<file path="src/rtl/motor_pwm_ramp.sv">
// Single H-bridge channel: slew-limited duty command, reversal through zero with a dead time,
// and a glitch-free PWM generator that only picks up a new duty at the start of a period.
module motor_pwm_ramp #(
    parameter int PWM_BITS    = 8,
    parameter int PRESCALE    = 195,
    parameter int RAMP_DIV    = 50000,
    parameter int DEAD_CYCLES = 1000
) (
    input  logic                clk,
    input  logic                rst,
    input  logic                cmd_valid,
    input  logic [PWM_BITS-1:0] cmd_duty,
    input  logic                cmd_dir,
    input  logic                estop,
    output logic                PWM_Out,
    output logic                dir,
    output logic [PWM_BITS-1:0] cur_duty,
    output logic                at_target
);

    localparam int RAMP_W = $clog2(RAMP_DIV + 1);
    localparam int PRE_W  = $clog2(PRESCALE + 1);
    localparam int DEAD_W = $clog2(DEAD_CYCLES + 1);

    localparam logic [1:0] ST_RUN   = 2'd0;
    localparam logic [1:0] ST_DECEL = 2'd1;
    localparam logic [1:0] ST_DEAD  = 2'd2;

    logic [1:0]          state_q, state_d;
    logic [PWM_BITS-1:0] cur_duty_q, cur_duty_d;
    logic [PWM_BITS-1:0] tgt_duty_q, tgt_duty_d;
    logic                tgt_dir_q, tgt_dir_d;
    logic                dir_q, dir_d;
    logic [DEAD_W-1:0]   dead_cnt_q, dead_cnt_d;
    logic [RAMP_W-1:0]   ramp_cnt_q, ramp_cnt_d;
    logic [PRE_W-1:0]    pre_cnt_q, pre_cnt_d;
    logic [PWM_BITS-1:0] cnt_q, cnt_d;
    logic [PWM_BITS-1:0] duty_latch_q, duty_latch_d;
    logic                pwm_q, pwm_d;
    logic                ramp_tick, pre_tick, pwm_kill;

    always_comb begin
        ramp_tick  = (ramp_cnt_q == RAMP_W'(RAMP_DIV - 1));
        ramp_cnt_d = ramp_tick ? '0 : ramp_cnt_q + RAMP_W'(1);
        pre_tick   = (pre_cnt_q == PRE_W'(PRESCALE - 1));
        pre_cnt_d  = pre_tick ? '0 : pre_cnt_q + PRE_W'(1);
        cnt_d      = pre_tick ? cnt_q + PWM_BITS'(1) : cnt_q;

        tgt_duty_d = cmd_valid ? cmd_duty : tgt_duty_q;
        tgt_dir_d  = cmd_valid ? cmd_dir  : tgt_dir_q;

        state_d    = state_q;
        cur_duty_d = cur_duty_q;
        dir_d      = dir_q;
        dead_cnt_d = dead_cnt_q;

        if (estop) begin
            cur_duty_d = '0;
            if (dir_q != tgt_dir_q) begin
                state_d    = ST_DEAD;
                dead_cnt_d = DEAD_W'(DEAD_CYCLES - 1);
            end else begin
                state_d = ST_RUN;
            end
        end else begin
            case (state_q)
                ST_RUN: begin
                    if (tgt_dir_q != dir_q) begin
                        state_d = ST_DECEL;
                    end else if (ramp_tick) begin
                        if (cur_duty_q < tgt_duty_q)
                            cur_duty_d = cur_duty_q + PWM_BITS'(1);
                        else if (cur_duty_q > tgt_duty_q)
                            cur_duty_d = cur_duty_q - PWM_BITS'(1);
                    end
                end
                ST_DECEL: begin
                    if (tgt_dir_q == dir_q) begin
                        state_d = ST_RUN;
                    end else if (cur_duty_q == '0) begin
                        state_d    = ST_DEAD;
                        dead_cnt_d = DEAD_W'(DEAD_CYCLES - 1);
                    end else if (ramp_tick) begin
                        cur_duty_d = cur_duty_q - PWM_BITS'(1);
                    end
                end
                ST_DEAD: begin
                    cur_duty_d = '0;
                    if (dead_cnt_q == '0) begin
                        dir_d   = tgt_dir_q;
                        state_d = ST_RUN;
                    end else begin
                        dead_cnt_d = dead_cnt_q - DEAD_W'(1);
                    end
                end
                default: state_d = ST_RUN;
            endcase
        end

        // Dead time and estop clear the latch too, so a stale period can't pulse the pin afterwards.
        pwm_kill     = estop || (state_d == ST_DEAD);
        duty_latch_d = duty_latch_q;
        if (pwm_kill)
            duty_latch_d = '0;
        else if (pre_tick && (cnt_q == '1))
            duty_latch_d = cur_duty_q;
        pwm_d = pwm_kill ? 1'b0 : (cnt_q < duty_latch_q);
    end

    always_ff @(posedge clk) begin
        if (rst) begin
            state_q      <= ST_RUN;
            cur_duty_q   <= '0;
            tgt_duty_q   <= '0;
            tgt_dir_q    <= 1'b0;
            dir_q        <= 1'b0;
            dead_cnt_q   <= '0;
            ramp_cnt_q   <= '0;
            pre_cnt_q    <= '0;
            cnt_q        <= '0;
            duty_latch_q <= '0;
            pwm_q        <= 1'b0;
        end else begin
            state_q      <= state_d;
            cur_duty_q   <= cur_duty_d;
            tgt_duty_q   <= tgt_duty_d;
            tgt_dir_q    <= tgt_dir_d;
            dir_q        <= dir_d;
            dead_cnt_q   <= dead_cnt_d;
            ramp_cnt_q   <= ramp_cnt_d;
            pre_cnt_q    <= pre_cnt_d;
            cnt_q        <= cnt_d;
            duty_latch_q <= duty_latch_d;
            pwm_q        <= pwm_d;
        end
    end

    assign PWM_Out   = pwm_q;
    assign dir       = dir_q;
    assign cur_duty  = cur_duty_q;
    assign at_target = (state_q == ST_RUN) && (cur_duty_q == tgt_duty_q) && (dir_q == tgt_dir_q);

endmodule
</file>
<file path="config.mk">
export PLATFORM = sky130hd
export DESIGN_NAME = motor_pwm_ramp
export DESIGN_NICKNAME = d
export VERILOG_FILES = /design/src/rtl/motor_pwm_ramp.sv
export SDC_FILE = /design/constraint.sdc
export NUM_CORES = 1
export LEC_CHECK = 0
export CAP_MARGIN = 20
export CORE_MARGIN = 2
export CORE_UTILIZATION = 60
export DETAILED_ROUTE_END_ITERATION = 7
export GPL_TIMING_DRIVEN = 0
export HOLD_SLACK_MARGIN = 0.02
export PLACE_DENSITY = 0.8
export SYNTH_ARGS = -nofsm -noshare
export SYNTH_HDL_FRONTEND = slang
export SYNTH_SLANG_ARGS = --single-unit
</file>
<file path="constraint.sdc">
create_clock -name clk -period 4.3 [get_ports clk]
set_clock_uncertainty 0.15 [all_clocks]
set_input_delay 0.86 -clock clk [delete_from_list [all_inputs] [get_ports clk]]
set_output_delay 0.86 -clock clk [all_outputs]
set_load 0.01 [all_outputs]
</file>
==> results of run 1 <==
## metal layers
| layer | wire length, um | part of all wire | vias to the layer above | global-route usage |
|---|---|---|---|---|
| met2 | 3680 | 0.45 | 92 | 0.367 |
| li1 | - | - | 1671 | - |
| met5 | 0 | 0 | - | 0 |
| met4 | 187 | 0.023 | 0 | 0.126 |
| met3 | 391 | 0.048 | 19 | 0.0393 |
| met1 | 3890 | 0.48 | 1557 | 0.325 |
## cells in the final DEF (no fill, tap or decap), drive strengths merged, types with 11 or more instances in the layout
master         instances
xor2                  20
xnor2                 11
and3                  12
ha                    27
dfxtp                 71
inv                   28
nand2                 21
clkdlybuf4s50         22
nand3                 22
o21ai                 13
mux2i                 20
clkbuf                20
nor2                  72
a21oi                 19
## worst paths after layout
path / cells after the start / endpoint / slack (ps)
min reg2reg: 1 / ramp_cnt_q[0]$_SDFF_PP0_ / 300
max reg2reg: 9 / PWM_Out$_SDFF_PP0_ / 1130
max: 7 / at_target / 810
min: 1 / ramp_cnt_q[0]$_SDFF_PP0_ / 300
## through the flow
stage               worst slack (ps)  cells  utilization  hold WS, ps
finish                           807    568        0.702          304
global placement                 965    553        0.667          279
global route                     643    568        0.702          342
floorplan                       1560    454            -          268
CTS                              792    568        0.702          308
detailed placement               851    553        0.667          296
## layout make-up
cell class / instances / area, um^2 / share of cell area
Sequential cell: 71 / 1420 / 0.323
Multi-Input combinational cell: 340 / 2280 / 0.517
Buffer: 16 / 70.1 / 0.0159
Inverter: 27 / 101 / 0.0230
Clock buffer: 10 / 138 / 0.0312
Timing Repair Buffer: 22 / 220 / 0.0500
Clock inverter: 5 / 81.3 / 0.0185
Tap cell: 77 / 96.3 / 0.0219
## power breakdown
group	total (uW)	leakage (uW)	switching [uW]	internal [uW]
logic	182	0.00108	104	78.2
registers	697	0.000576	20.2	677
clock network	601	0.000109	261	340
## logic make-up after synthesis
| family | count (synthesis) |
|---|---|
| xor gates and xnor gates | 31 |
| muxes | 21 |
| and+or+nand+nor | 189 |
| AOI/OAI and AO/OA | 72 |
| adders and majority gates | 27 |
| DFF | 71 |
| buffers and inverters | 43 |
## state kept, by name, indices dropped and copies added (netlist names), 2 cells and up
| signal | flops |
|---|---|
| ramp_cnt_q | 16 |
| dead_cnt_q | 10 |
| cnt_q | 8 |
| cur_duty | 8 |
| duty_latch_q | 8 |
| pre_cnt_q | 8 |
| tgt_duty_q | 8 |
| state_q | 2 |
==> key figures, run 1 <==
Run status
  – Status: finished, final reports clean

Logic synthesis
  – Fraction of registers with async set/reset: 0
  – Synth Area in Compound Gates: 0.123
  – Most common cell in the netlist: nor2_1
  – Adder-Cell Fraction of Synth Area: 0.0873
  – Mapped Area: 0.00387 mm^2
  – Post-synth EDFFs: 0
  – Yosys top cell by area: dfxtp_1
  – Synth warn: 0
  – Cells after Synth: 454
  – Yosys top cell area share: 0.367
  – Synthesized Nets: a little under 500
  – Sequential element share of the synthesized area: 0.367
  – Mean Syn Cell Area: 8.53 um^2
  – Post-synthesis cell type count: 64
  – Top_reg_cell synth: dfxtp_1
  – Largest family of logic cells by synthesized area: simple AND/OR/NAND/NOR gates
  – Synth Area in XOR/XNOR: 0.0721
  – Top post-synthesis cells by area: dfxtp_1 37%, ha_1 8.7%, nor2_1 7.0%
  – Mux share of post-synthesis cell area: 0.0546
  – Post-synthesis register bit count: 71
  – Simple-gate portion of the synthesized area: 0.251
  – Synth cell count leaders: 72 x nor2_1, 71 x dfxtp_1, 27 x ha_1, 27 x inv_1, 22 x nand3_1

Setup path
  – Crit path buf inv count: 3
  – CP delay by family, top: buffers and inverters
  – Critical Path Start Type: flop
  – Critical Setup Path Class: reg2out
  – Worst path required time: 3290 ps
  – Critical Path AT: 2480 ps
  – Max incr delay on CP: 540 ps
  – Worst r2r src: cur_duty[0]$_SDFFE_PP0P_
  – Crit. End Element: output pin
  – Crit path from: cur_duty[0]$_SDFFE_PP0P_
  – Max Fanout on Critical Path: 8
  – CP max-delay cell: clkdlybuf4s50_1
  – Cell Chain, Critical Path: clkbuf_1 > inv_1 > ha_1 > and4_1 > nand3_1 > nor2_1 > clkdlybuf4s50_1

Timing
  – Final Hold Vio Count: 0
  – Fmax: 286 MHz
  – Final Max Tran Viols: 0
  – Worst-margin pin slew: 952 ps
  – Setup-failing EPs final: 0
  – Max_slew headroom: 0.360
  – Minimum clock period: about 3500 ps
  – Setup_tns: 0 ps
  – Unrepaired setup endpoints after global routing: no
  – Period utilization: 0.812

Clock network
  – H-tree depth: 3
  – Worst skew pair latency: 350 ps
  – Post-CTS sizing: 0
  – Clock root cell: clkbuf_8
  – Clock transition at path regs: 80 ps
  – Clock tree sinks: 71
  – Total CTS buffers: 9
  – Post-CTS Hold Buffers: 0
  – Post-CTS Setup Repair Bufs: 0
  – Clock tree buffer depth: 2
  – TritonCTS clock tree: done

Final layout
  – Layout Area Growth over Synthesis: 13.8%
  – Share of layout cells above drive strength 1: 0.0652
  – # fillers: 504
  – Final instance area: 0.00441 mm^2
  – Layout Nets: about 530
  – Diode count: 0

Floorplanning
  – Ports: 24
  – Core ar.: 0.00628 mm^2
  – Initial Util: 0.617
  – Die width: 84.3 um
  – Die H: between 80 and 90 um
  – Core Rows: 29
  – Die ar.: between 0.007 and 0.008 mm^2

Worst hold path
  – Worst hold start: ramp_cnt_q[0]$_SDFF_PP0_
  – HP Class: reg2reg

Placement
  – GP Congestion: 0.965
  – Post-DP HPWL: 5950 um
  – Area post-placement: 0.00419 mm^2
  – # port buffers: 22

Global routing
  – GRT overflow: 0
  – Largest net degree at the start of global routing: 13
  – Initial antenna violation count: 0
  – Global-route usage over all layers: 0.240
  – First-pass GRT wire length: between 10000 and 15000 um
  – Vias in the first global route: between 3000 and 4000

Routing
  – Final ANT Viol Nets: 0
  – WL per Instance: 14.3 um
  – Vias per Instance: 5.88
  – DR iter-0 viols: between 200 and 250
  – Via count: 3339
  – # DRC: 0
  – Pre-antenna DRT Iters: 7
  – Post-detailed-routing wire length: 8150 um

Power
  – Power, Total: 1480 uW
  – Pwr dens: approximately 340 mW/mm^2
  – LEAKAGE: 0.00176 uW
  – Largest vdd supply drop: 0.000289 V

Flow run
  – Max-cap violations: 0
Power figures use the tool's default switching activity.
==> inputs of run 2 (changes only) <==
- CORE_UTILIZATION: 60 -> 59
- PLACE_DENSITY: 0.8 -> 0.79
- clock period: 4.3 -> 3.43 ns (I/O delays scaled with it)
==> key figures, run 2 (synthesis gave the netlist of run 1 again) <==
Run status
  – Status: finished, final reports clean

Routing
  – Via count: 3252 (-2.6%)
  – WL per Instance: 14.2 um (-0.96%)
  – Post-detailed-routing wire length: 8080 um (-0.79%)
  – DR iter-0 viols: 137 (-40%)
  – Vias per Instance: 5.72 (-2.8%)
  – Final ANT Viol Nets: 0 (unchanged)
  – # DRC: 0 (unchanged)
  – Pre-antenna DRT Iters: 4 (-3)

Flow run
  – Max-cap violations: 0 (unchanged)

Clock network
  – Clock transition at path regs: 70 ps (about the same)
  – Total CTS buffers: 9 (unchanged)
  – TritonCTS clock tree: done
  – Clock root cell: clkbuf_8
  – H-tree depth: 3 (unchanged)
  – Clock tree buffer depth: 2 (unchanged)
  – Worst skew pair latency: 340 ps (about the same)
  – Clock tree sinks: 71 (unchanged)

Global routing
  – Global-route usage over all layers: 0.237 (-0.00292)
  – GRT overflow: 0 (unchanged)
  – Initial antenna violation count: 0 (unchanged)
  – First-pass GRT wire length: 14100 um (+0.20%)
  – Largest net degree at the start of global routing: 13 (unchanged)
  – Vias in the first global route: 3107 (+0.88%)

Placement
  – Post-DP HPWL: 5890 um (-1.1%)
  – GP Congestion: 0.942 (-2.4%)
  – # placed instances: 553 (unchanged)
  – # port buffers: 22 (unchanged)

Worst hold path
  – Worst hold start: ramp_cnt_q[0]$_SDFF_PP0_
  – HP Class: reg2reg

Final layout
  – Layout Nets: 527 (unchanged)
  – Share of layout cells above drive strength 1: 0.0671 (+0.00190)
  – Commonest non-fill, non-tap cells in the layout: 72 x nor2_1, 71 x dfxtp_1, 27 x inv_1, 27 x ha_1
  – Biggest regs: ramp_cnt_q (16), dead_cnt_q (10)
  – Largest register FFs: 16 (unchanged)
  – Finished Layout Cells: 569 (+0.18%)
  – Diode count: 0 (unchanged)
  – Most common cell after layout, fill and taps aside: nor2_1
  – Top reg by flops: ramp_cnt_q
  – Layout Area Growth over Synthesis: 13.3%

Timing
  – Setup-failing EPs final: 0 (unchanged)
  – Max_slew headroom: 0.349 (-0.0109)
  – Final Hold Vio Count: 0 (unchanged)
  – Minimum clock period: 3160 ps
  – Setup_tns: 0 ps (unchanged)
  – Period utilization: 0.922
  – Unrepaired setup endpoints after global routing: no
  – Worst-margin pin slew: 968 ps (+16.3 ps)
  – Fmax: around 320 MHz
  – Final Max Tran Viols: 0 (unchanged)

Power
  – LEAKAGE: 0.00176 uW (-0.32%)
  – Largest vdd supply drop: 0.000354 V (+22%)
  – Pwr dens: 403 mW/mm^2 (+20%)

Setup path
  – Worst path required time: 2590 ps (-700 ps)
  – Critical Path AT: 2330 ps (-150 ps)
  – Crit path buf inv count: 3 (unchanged)
  – Critical Setup Path Class: reg2out
  – Cell Chain, Critical Path: clkbuf_2 > inv_1 > ha_1 > and4_1 > nand3_1 > nor2_1 > clkdlybuf4s50_1
  – CP max-delay cell: clkdlybuf4s50_1
  – Max Fanout on Critical Path: 8 (unchanged)
  – Crit. End Element: output pin
  – CP delay by family, top: buffers and inverters
  – Critical Path Start Type: flop
  – Worst r2r src: cur_duty[1]$_SDFFE_PP0P_
  – Crit path from: cur_duty[0]$_SDFFE_PP0P_
  – Max incr delay on CP: 540 ps (about the same)

Floorplanning
  – Initial Util: 0.610 (-0.00705)
  – Die ar.: 0.00723 mm^2 (+1.6%)
  – Ports: 24 (unchanged)
  – Core ar.: 0.00635 mm^2 (+1.2%)
  – Die H: 85 um (+0.80%)
  – Core Rows: 29 (unchanged)
  – Die width: 85 um (+0.80%)
[run 2: cell count changes in the layout (fill, tap and decap cells not counted), sizes merged]
cell | previous run | this run
bufinv | 2 | 1
clkbuf | 20 | 21
clkinv | 1 | 2
[run 2: per-stage QoR]
stage / hold WS (ps) / cell area (um^2) / setup WS (ps) / util / total power, uW
2_1_floorplan: 268 / 3870 / 694 / - / 1050
3_3_place_gp: 282 / 4190 / 249 / 0.660 / 1110
3_5_place_dp: 286 / 4190 / 38.7 / 0.660 / 1110
4_1_cts: 304 / 4390 / 87.2 / 0.691 / 1780
5_1_grt: 320 / 4390 / 12.3 / 0.691 / 1850
6_report: 301 / 4390 / 268 / 0.691 / 1770
[run 2: repair_timing]
action,CTS,global route
resized for setup,0,3
hold endpoints to repair,0,0
setup buffers,0,0
endpoints found under the setup margin,0,2
hold buffers,0,0
[run 2: cell type report]
cell class              count  area, um^2
multi-input cells         340        2280
fillers                   525        1960
flip-flops and latches     71        1420
repair buffers             22         220
clock buffers              11         141
inverters                  27         101
well taps                  77        96.3
plain buffers              16        71.3
clock inverters             5        56.3
[run 2: power by group]
part | switching [uW] | leakage, uW | total (uW) | internal, uW
registers | 25.2 | 0.000576 | 874 | 848
logic | 128 | 0.00108 | 226 | 98.2
clock network | 314 | 0.0000997 | 670 | 356
[run 2: worst paths after layout]
path	endpoint	slack [ps]	cells past startpoint
min reg2reg	ramp_cnt_q[0]$_SDFF_PP0_	300	1
min	ramp_cnt_q[0]$_SDFF_PP0_	300	1
max reg2reg	PWM_Out$_SDFF_PP0_	320	9
max	at_target	270	7
[run 2: layer usage]
layer  global-route usage  vias up  part of all wire
met5                    0        -                 0
met2                0.376       67              0.47
met3               0.0389        7             0.042
met4                0.105        0             0.011
li1                     -     1675                 -
met1                0.317     1503              0.48
[run 2: worst reg2reg max path: stages, from the launching register on]
cell and delay, ps:
dfxtp_1 410, clkbuf_1 340, inv_1 150, ha_1 220
nor3b_1 170, nand2_1 140, a31oi_1 100, a2111oi_1 520
a21oi_1 260, a2111oi_1 520
